--- config.mk ---
export PLATFORM = sky130hd
export DESIGN_NAME = serial_deserializer
export DESIGN_NICKNAME = d
export VERILOG_FILES = /design/src/rtl/serial_deserializer.sv
export SDC_FILE = /design/constraint.sdc
export NUM_CORES = 1
export LEC_CHECK = 0
export CORE_MARGIN = 2
export CORE_UTILIZATION = 35
export CTS_CLUSTER_DIAMETER = 150
export CTS_CLUSTER_SIZE = 30
export DETAILED_ROUTE_END_ITERATION = 6
export PLACE_DENSITY = 0.65
export SYNTH_ARGS = -nofsm -noshare
export SYNTH_HDL_FRONTEND = slang
export SYNTH_SLANG_ARGS = --single-unit
--- constraint.sdc ---
create_clock -name clk -period 1.5 [get_ports clk]
set_input_delay 0.3 -clock clk [delete_from_list [all_inputs] [get_ports clk]]
set_output_delay 0.3 -clock clk [all_outputs]
set_load 0.02 [all_outputs]
--- src/rtl/serial_deserializer.sv ---
// rtl/serial_deserializer.sv - MSB-first serial-to-parallel receiver with a one-word valid/ready holding register.
// Define DESER_PARITY_EN to append one even-parity bit per frame and report it on parity_err.
module serial_deserializer #(
  parameter int WIDTH = 8
) (
  input  logic             clk,
  input  logic             rst_b,
  input  logic             bit_in,
  input  logic             bit_valid,
  input  logic             clr,
  output logic [WIDTH-1:0] word_out,
  output logic             word_valid,
  input  logic             word_ready,
  output logic             overflow,
  output logic             parity_err,
  output logic             busy
);

`ifdef DESER_PARITY_EN
  localparam int FRAME = WIDTH + 1;
  localparam int SW    = WIDTH;
`else
  localparam int FRAME = WIDTH;
  localparam int SW    = WIDTH - 1;
`endif
  localparam int CW = $clog2(FRAME + 1);

  logic [CW-1:0]    r_count;
  logic [SW-1:0]    r_shift;
  logic [WIDTH-1:0] r_word_out;
  logic             r_word_valid;
  logic             r_overflow;
  logic             r_parity_err;

  logic             w_last;
  logic             w_complete;
  logic             w_drain;
  logic             w_load;
  logic [WIDTH-1:0] w_word;
  logic             w_perr;
  logic [SW-1:0]    w_shift_next;

  assign w_last     = (r_count == CW'(FRAME - 1));
  assign w_complete = bit_valid && w_last;
  assign w_drain    = r_word_valid && word_ready;
  // A completed frame may land in the holding register when it is free or emptying this edge.
  assign w_load     = w_complete && (!r_word_valid || word_ready);

`ifdef DESER_PARITY_EN
  typedef enum logic {S_COLLECT, S_PARITY} state_t;
  state_t r_state;

  assign w_word       = r_shift;
  assign w_perr       = (^r_shift) ^ bit_in;
  assign w_shift_next = {r_shift[WIDTH-2:0], bit_in};
`else
  // The final bit goes straight into the word, so the shifter only keeps WIDTH-1 bits.
  assign w_word       = {r_shift, bit_in};
  assign w_perr       = 1'b0;
  assign w_shift_next = w_word[WIDTH-2:0];
`endif

  always_ff @(posedge clk or negedge rst_b) begin
    if (!rst_b) begin
      r_count      <= '0;
      r_shift      <= '0;
      r_word_out   <= '0;
      r_word_valid <= 1'b0;
      r_overflow   <= 1'b0;
      r_parity_err <= 1'b0;
`ifdef DESER_PARITY_EN
      r_state      <= S_COLLECT;
`endif
    end else if (clr) begin
      r_count      <= '0;
      r_shift      <= '0;
      r_word_out   <= '0;
      r_word_valid <= 1'b0;
      r_overflow   <= 1'b0;
      r_parity_err <= 1'b0;
`ifdef DESER_PARITY_EN
      r_state      <= S_COLLECT;
`endif
    end else begin
      if (bit_valid) begin
        r_count <= w_last ? '0 : r_count + 1'b1;
`ifdef DESER_PARITY_EN
        if (r_state == S_COLLECT) begin
          r_shift <= w_shift_next;
          if (r_count == CW'(WIDTH - 1))
            r_state <= S_PARITY;
        end else begin
          r_state <= S_COLLECT;
        end
`else
        r_shift <= w_shift_next;
`endif
      end
      if (w_load) begin
        r_word_out   <= w_word;
        r_word_valid <= 1'b1;
        r_parity_err <= w_perr;
      end else begin
        if (w_complete)
          r_overflow <= 1'b1;
        if (w_drain)
          r_word_valid <= 1'b0;
      end
    end
  end

  assign word_out   = r_word_out;
  assign word_valid = r_word_valid;
  assign overflow   = r_overflow;
  assign parity_err = r_parity_err;
  assign busy       = (r_count != '0);

endmodule

# After elaboration in Yosys (flattened, before gate mapping)
# Index checks and enable logic that the tools add are counted.
# W data, S select, Z words.
totals:
  reg_bits: 22
  latchBits: 0
  mem_bits_rw: 0
  mem_bits_ro: 0
  inputBits: 6
  output_inout_bits: 12
  word_cells: 35
  mem_count: 0
classes:
  addsub: 1
  n_mul: 0
  div: 0
  n_lt_le_gt_ge: 0
  n_eq_ne: 2
  shifts: 0
  muxes: 15
  n_bitwise: 0
  n_reduce_logical: 11
op_table:
  columns: ["cell", "count"]
  rows:
  - ["$mux W8", 2]
  - ["$mux W7", 2]
  - ["$mux W4", 3]
  - ["$mux W1", 8]
  - ["$reduce_bool A2 Y1", 3]
  - ["$add A4 B1 Y4 const B", 1]
  - ["$eq A4 B3 Y1 const B", 1]
  - ["$reduce_bool A4 Y1", 1]
  - ["$logic_and A1 B1 Y1", 3]
  - ["$reduce_bool A3 Y1", 1]
  - ["$ne A2 B2 Y1 const B", 1]
  - ["$reduce_and A2 Y1", 1]
  - ["$logic_not A1 Y1", 1]
  - ["$logic_or A1 B1 Y1", 1]

# Longest topological paths before layout
# Gate-level depths: netlist (run 1).
logic_depth:
  word_depth: 5
  ltp_mapped: 5
  depth_no_buf: 4

# Least setup slack after synthesis (run 1)
# No wires, ideal clock.
synth_path:
  path_kind: "flip-flop to flip-flop"
  start: "reg r_count[0]"
  end: "reg r_overflow, in the netlist overflow"
  setup_ps: 132
  t_arrival_ps: 1110
  required_ps: 1368
  slack_ps: 258
  path_stages_with_launch: 6
  path_buffers: 1
  period_less_slack_ps: 1242
  path_cell_list: "dfrtp_1 ha_1 and4b_1 buf_6 a21oi_1 nor2_1"
synth_between:
  elab_chain_len: 5
  elab_cells_between_ends: 6
  classes_between: "2 x eq/ne; 4 x reduce/logical"
synth_rtl:
  columns: ["item", "line_no", "source"]
  rows:
  - ["start, declared", "28", "logic [CW-1:0] r_count;"]
  - ["start signal, assigned", "86", "r_count <= w_last ? '0 : r_count + 1'b1;"]
  - ["$eq A4 B3 Y1 (*)", "43", "assign w_last = (r_count == CW'(FRAME - 1));"]
  - ["$logic_and A1 B1 Y1 (*)", "44", "assign w_complete = bit_valid && w_last;"]
  - ["$logic_and A1 B1 Y1", "47", "assign w_load = w_complete && (!r_word_valid || word_ready);"]
  - ["$ne A2 B2 Y1 (no line)", null, null]
  - ["$reduce_and A2 Y1 (no line) (*)", null, null]
  - ["end signal, assigned", "69", "r_overflow <= 1'b0;"]
  - ["end signal, assigned", "79", "r_overflow <= 1'b0;"]
  - ["end signal, assigned", "105", "r_overflow <= 1'b1;"]
  - ["end, declared", "32", "logic r_overflow;"]
# Mark *: on every way between the ends. The rest lies on a longest branch, timed or not.
# A chain may end at the register's enable or synchronous reset.

# Worst setup path in the final report (run 1)
# Ends and elaborated chain as after synthesis.

==> out/metrics.csv, run 1 <==
metric;value;unit
cpPeakStageDelay;0.39;ns
criticalPathCategory;reg2reg;
grt-busiest-layer;met2;
rsz0062_at_grt;false;
cts.clk_slew.worst_paths;0.12;ns
drtPass1Iterations;4;
drtAntennaViolNets;0;
fin_crit;1.384;ns
final_cell_mix;dfrtp_1, nor2_1, a21oi_1, dlygate4sd2_1, buf_4;
drc;0;
avgRoutedWirePerCell;11.75;um
clock_path_buffers;2;
cts_root_buf;clkbuf_4;
worstPathCellList;buf_4 > ha_1 > and4b_1 > buf_4 > a21oi_1 > nor2_1;
grt_pass1_vias;681;
dieArea;0.003157;sq mm
final_hold_viol_count;0;
yosysSeqAreaShare;0.5512;
critPathTopFamily;flip-flops;
hold_buffers;0;
num_vias;695;
cp_slowest_cell;dfrtp_1;
peakVddDrop;0.3989;mV
clock_latency;0.30;ns
drive_above_1_share;0.1404;
crit_path_frequent_cell;buf_4;
yosys.area.top_type;dfrtp_1;
viasPerCell;4.826;
cp_data_arrival_time;1.59;ns
ys_warn_count;0;
ys_types;22;
area_growth;25.59;%
synth_top_area_frac;0.5512;
synth-seq-cells;21;
critPathMaxFanout;11;
worstPathRequired;1.70;ns
maxSlewViolCount;0;
pin_count;18;
yosys-top-cells-area;dfrtp_1, mux2i_1, nand3b_1, a21oi_1, nor2_1;
drt_iter0_drc;12;
initial_core_util;0.3780;
die_w;56.19;um
holdWs;0.3235;ns
track_usage;0.1214;
grt_max_degree;22;
wl;1.692;mm
setup_slack;0.1161;ns
fin_nets;123;
htreeDepth;1;
portBuffers;16;
dp_hpwl;1.243;mm
antenna_found_initial;0;
grt_pass1_wl;2.987;mm
std_cell_rows;18;
cts_made_buffers;3;
endpoint_kind;register;
syn_avg_cell_area;10.59;sq um
hold_path_class;in2async;
cp.buffers_inverters;2;
max-cap-violations;0;
fmaxAchievable;0.7226;GHz
cts.sinks;21;
die_h;56.19;um
fin_crit_sh;0.9226;
final_common_cell;dfrtp_1;
status;complete, no violations;
clock-skew-final;0.007330;ns
finalSetupViolCount;0;
num_antenna_cells;0;
fin_util;0.4747;
cts_tree;built;
pre_cts_slack;-0.03694;ns
grt_use_met2;0.2000;
use_met3;0.02791;
leakage;0.6019;nW
setup.worst_path.start_class;register;
gr-total-overflow;0;
synth_area;953.4;sq um
powerDensity;791.0;mW/mm^2
grtUsageMet1;0.1477;
total_power;947.2;uW
synth_nets;98;
gp_congestion;0.7246;
netlist_instances;90;
core;0.002522;sq mm
[worst paths after layout]
check	startpoint	to	slack, ns	cells after the start
max	r_count[0]	overflow	0.12	6
min	rst_b	r_shift[3]	0.32	2
max reg2reg	r_count[0]	overflow	0.12	6
min reg2reg	overflow	overflow	0.53	2
max in group asynchronous	rst_b	word_out[6]	0.96	2
min in group clk	overflow	overflow	0.53	2
[logic make-up (layout without fill, tap and decap cells)]
| group | after synthesis | in the layout | synth area share |
|---|---|---|---|
| simple gates | 30 | 30 | 0.1732 |
| fa+ha+maj | 2 | 2 | 0.02624 |
| compound gates | 18 | 18 | 0.09449 |
| other cells | 1 | 1 | 0.003933 |
| flops | 21 | 21 | 0.5512 |
| buf+inv | 8 | 32 | 0.04855 |
| xor+xnor | 2 | 2 | 0.01838 |
| mux | 8 | 8 | 0.08399 |
[what timing repair did]
| item | in CTS | in global routing |
|---|---|---|
| resized for setup | 14 | 0 |
| endpoints found under the setup margin | 11 | 0 |
| buffers inserted | 0 | 0 |
[Yosys cell counts (all sizes together)]
cell type	instances
nand4b	1
and4b	1
o21ai	8
nand4	1
nand2	3
or3	1
mux2i	8
conb	1
inv	2
nor3	1
dfrtp	21
nand3b	8
xor2	1
and2b	1
buf	4
xnor2	1
ha	2
a21oi	10
clkbuf	2
nor2	13
[sequential cells by signal, summed over array words and instances, names as in the netlist]
| signal | flops |
|---|---|
| word_out | 8 |
| r_count | 4 |
| overflow | 1 |
| r_shift | 7 |
| word_valid | 1 |
[stage by stage]
stage | instance area (sq um) | setup TNS [ns] | std cells
finish | 1197 | 0 | 144
global route | 1197 | 0 | 144
CTS | 1197 | 0 | 144
detailed placement | 1187 | -0.2500 | 140
global placement | 1187 | -0.01180 | 140
floorplan | 953.4 | 0 | 90
[where the power goes]
part	leakage [nW]	switching [mW]	internal [mW]
clock	0.0177	0.168	0.0993
combinational	0.293	0.0535	0.0464
sequential	0.291	0.00536	0.575
total	0.602	0.227	0.720
[area by class of cell]
cell class / instances / area [sq um]
clock inverter: 1 / 5.005
inverter: 2 / 7.507
clock buffer: 3 / 22.52
sequential: 21 / 525.5
tap: 30 / 37.54
timing repair buffer: 26 / 217.7
fill: 259 / 1325
multi-input combinational: 61 / 381.6
[metal layers]
| layer | vias to the layer above | part of all wire |
|---|---|---|
| li1 | 353 | - |
| met1 | 330 | 0.49 |
| met2 | 10 | 0.46 |
| met3 | 2 | 0.036 |
| met4 | 0 | 0.011 |
| met5 | - | 0 |
Power figures use the tool's default switching activity.
==> run 2: changes to the inputs <==
Settings changed: ABC_CLOCK_PERIOD_IN_PS set to 1500, GPL_ROUTABILITY_DRIVEN set to 0.
==> results of run 2 <==
No change in the layout: final DEF, timing and power equal those of run 1.
==> run 3: changes to the inputs <==
Settings changed: CELL_PAD_IN_SITES_DETAIL_PLACEMENT set to 1, CELL_PAD_IN_SITES_GLOBAL_PLACEMENT set to 1, PLACE_DENSITY 0.65 to 0.78.
==> run 3 against run 2 <==
  * Clock-buffer cell count increased by 1
  * Maximum frequency decreased by 1.7%
  * Largest cell class unchanged
  * Flip-flop and latch count unchanged
  * Sequential power about the same
  * Utilization increased by 0.40 points
  * Critical path type is now reg2out
  * First-iteration DRC count decreased by 17%
  * Register-to-register slack got worse by 0.02 ns
==> out/metrics.csv, run 3 (same netlist as run 1, synthesis figures left out) <==
metric;value;unit;change
status;complete, no violations;;
clock-skew-final;0.0007151;ns;-0.006615 ns
swShare;0.2407;;+0.001090
die_h;56.19;um;unchanged
powerDensity;793.6;mW/mm^2;+0.33%
endpoint_kind;output pin;;
clockPowerShare;0.282;;about the same
cts_root_buf;clkbuf_4;;
drt_iter0_drc;10;;-2
pin_count;18;;unchanged
track_usage;0.1543;;+0.03284
fmaxAchievable;0.7101;GHz;-1.7%
dieArea;0.003157;sq mm;unchanged
viasPerCell;5.042;;+4.5%
worstPathCellList;inv_1 > ha_1 > nand2_1 > buf_4;;
gr-total-overflow;0;;unchanged
core;0.002522;sq mm;unchanged
cts_made_buffers;3;;unchanged
worstPathRequired;1.20;ns;-0.50 ns
grt_max_degree;22;;unchanged
clock_latency;0.30;ns;about the same
p_comb_frac;0.112;;+0.006
wl;2.076;mm;+23%
switching_power;230.6;uW;+1.6%
cp_slowest_cell;dfrtp_1;;
htreeDepth;1;;unchanged
drc;0;;unchanged
leakage;0.5980;nW;-0.65%
total_power;958.2;uW;+1.2%
clock_path_buffers;2;;unchanged
die_w;56.19;um;unchanged
postCtsSetupRepairBufs;0;;unchanged
fin_crit;1.408;ns;+0.02431 ns
initial_core_util;0.3780;;unchanged
cts.sinks;21;;unchanged
cts_tree;built;;
avgRoutedWirePerCell;14.42;um;+23%
grt_pass1_vias;762;;+12%
cts.clk_slew.worst_paths;0.11;ns;about the same
largest_register_ffs;8;;unchanged
antenna_found_initial;0;;unchanged
finalSetupViolCount;0;;unchanged
std_cell_rows;18;;unchanged
final_cell_mix;dfrtp_1, nor2_1, buf_4, dlygate4sd2_1, a21oi_1;;
critPathMaxFanout;2;;-9
pre_cts_slack;-0.1056;ns;-0.06866 ns
tns;0;ns;unchanged
criticalPathCategory;reg2out;;
peakVddDrop;0.4274;mV;+7.1%
drive_above_1_share;0.1579;;+0.01754
grt_pass1_wl;3.739;mm;+25%
portBuffers;16;;unchanged
internal_power;727.6;uW;+1.0%
max-cap-violations;0;;unchanged
n_fill_cell;299;;+15%
num_vias;726;;+4.5%
final_hold_viol_count;0;;unchanged
dp_hpwl;1.593;mm;+28%
cpPeakStageDelay;0.37;ns;-0.02 ns
drtPass1Iterations;4;;unchanged
fin_crit_sh;0.9388;;+0.01621
final_common_cell;dfrtp_1;;
area_growth;26.64;%;
setup.worst_path.start_class;register;;
cp.buffers_inverters;2;;unchanged
num_antenna_cells;0;;unchanged
cp_data_arrival_time;1.11;ns;-0.48 ns
maxSlewViolCount;0;;unchanged
setup_slack;0.09175;ns;-0.02431 ns
fin_nets;123;;unchanged
critPathTopFamily;flip-flops;;
power.share.sequential;0.605;;-0.007
hold_path_class;in2async;;
drtAntennaViolNets;0;;unchanged
[run 3: cell count changes in the layout (fill, tap and decap cells not counted), sizes merged]
cell / previous run / this run
clkbuf: 3 / 4
clkinv: 1 / 0
[run 3: path summary, 6_finish.rpt]
kind	start	end	slack, ns	cells past startpoint
worst max-delay path	r_count[0]	busy	0.09	4
worst min-delay path	rst_b	r_count[1]	0.33	2
worst max register to register	r_count[0]	overflow	0.10	6
worst min register to register	overflow	overflow	0.52	2
max in group asynchronous	rst_b	r_shift[5]	0.96	2
min in group clk	overflow	overflow	0.52	2
[run 3: what timing repair did]
item / CTS / global route
setup endpoints to repair: 11 / 7
cloned: 0 / 0
resized for setup: 14 / 8
pin swaps: 0 / 0
hold buffers: 0 / 0
[run 3: worst register-to-register path: stages (launching register included)]
cell and delay (ns):
dfrtp_1 0.40, buf_4 0.15, ha_2 0.20, and4b_1 0.19
buf_4 0.17, a21oi_1 0.14, nor2_1 0.05
[run 3: power by group through the flow]
stage                     registers (mW)  logic (mW)  clock network, mW
final                              0.580       0.107              0.271
after global routing               0.582       0.121              0.315
after CTS                          0.580       0.106              0.284
after detailed placement           0.591       0.111                  0
after global placement             0.591       0.105                  0
after floorplan                    0.593      0.0487                  0
[run 3: layout make-up]
| class | instances | area [sq um] | share of cell area |
|---|---|---|---|
| Multi-Input combinational cell | 61 | 390.4 | 0.3233 |
| Timing Repair Buffer | 26 | 220.2 | 0.1824 |
| Clock buffer | 4 | 26.28 | 0.02176 |
| Inverter | 2 | 7.507 | 0.006218 |
| Tap cell | 30 | 37.54 | 0.03109 |
| Sequential cell | 21 | 525.5 | 0.4352 |
[run 3: metrics by stage]
| stage | hold WS (ns) | util | instances | area [sq um] |
|---|---|---|---|---|
| after global routing | 0.3523 | 0.4787 | 144 | 1207 |
| final | 0.3270 | 0.4787 | 144 | 1207 |
| after floorplan | 0.004409 | - | 90 | 953.4 |
| after global placement | 0.4926 | 0.4707 | 140 | 1187 |
| after detailed placement | 0.5091 | 0.4707 | 140 | 1187 |
| after CTS | 0.3282 | 0.4742 | 144 | 1196 |
[run 3: layer usage]
metal,part of all wire,global-route usage
met1,0.46,0.1941
met2,0.48,0.2538
met3,0.032,0.02326
met4,0.025,0.08163
met5,0,0
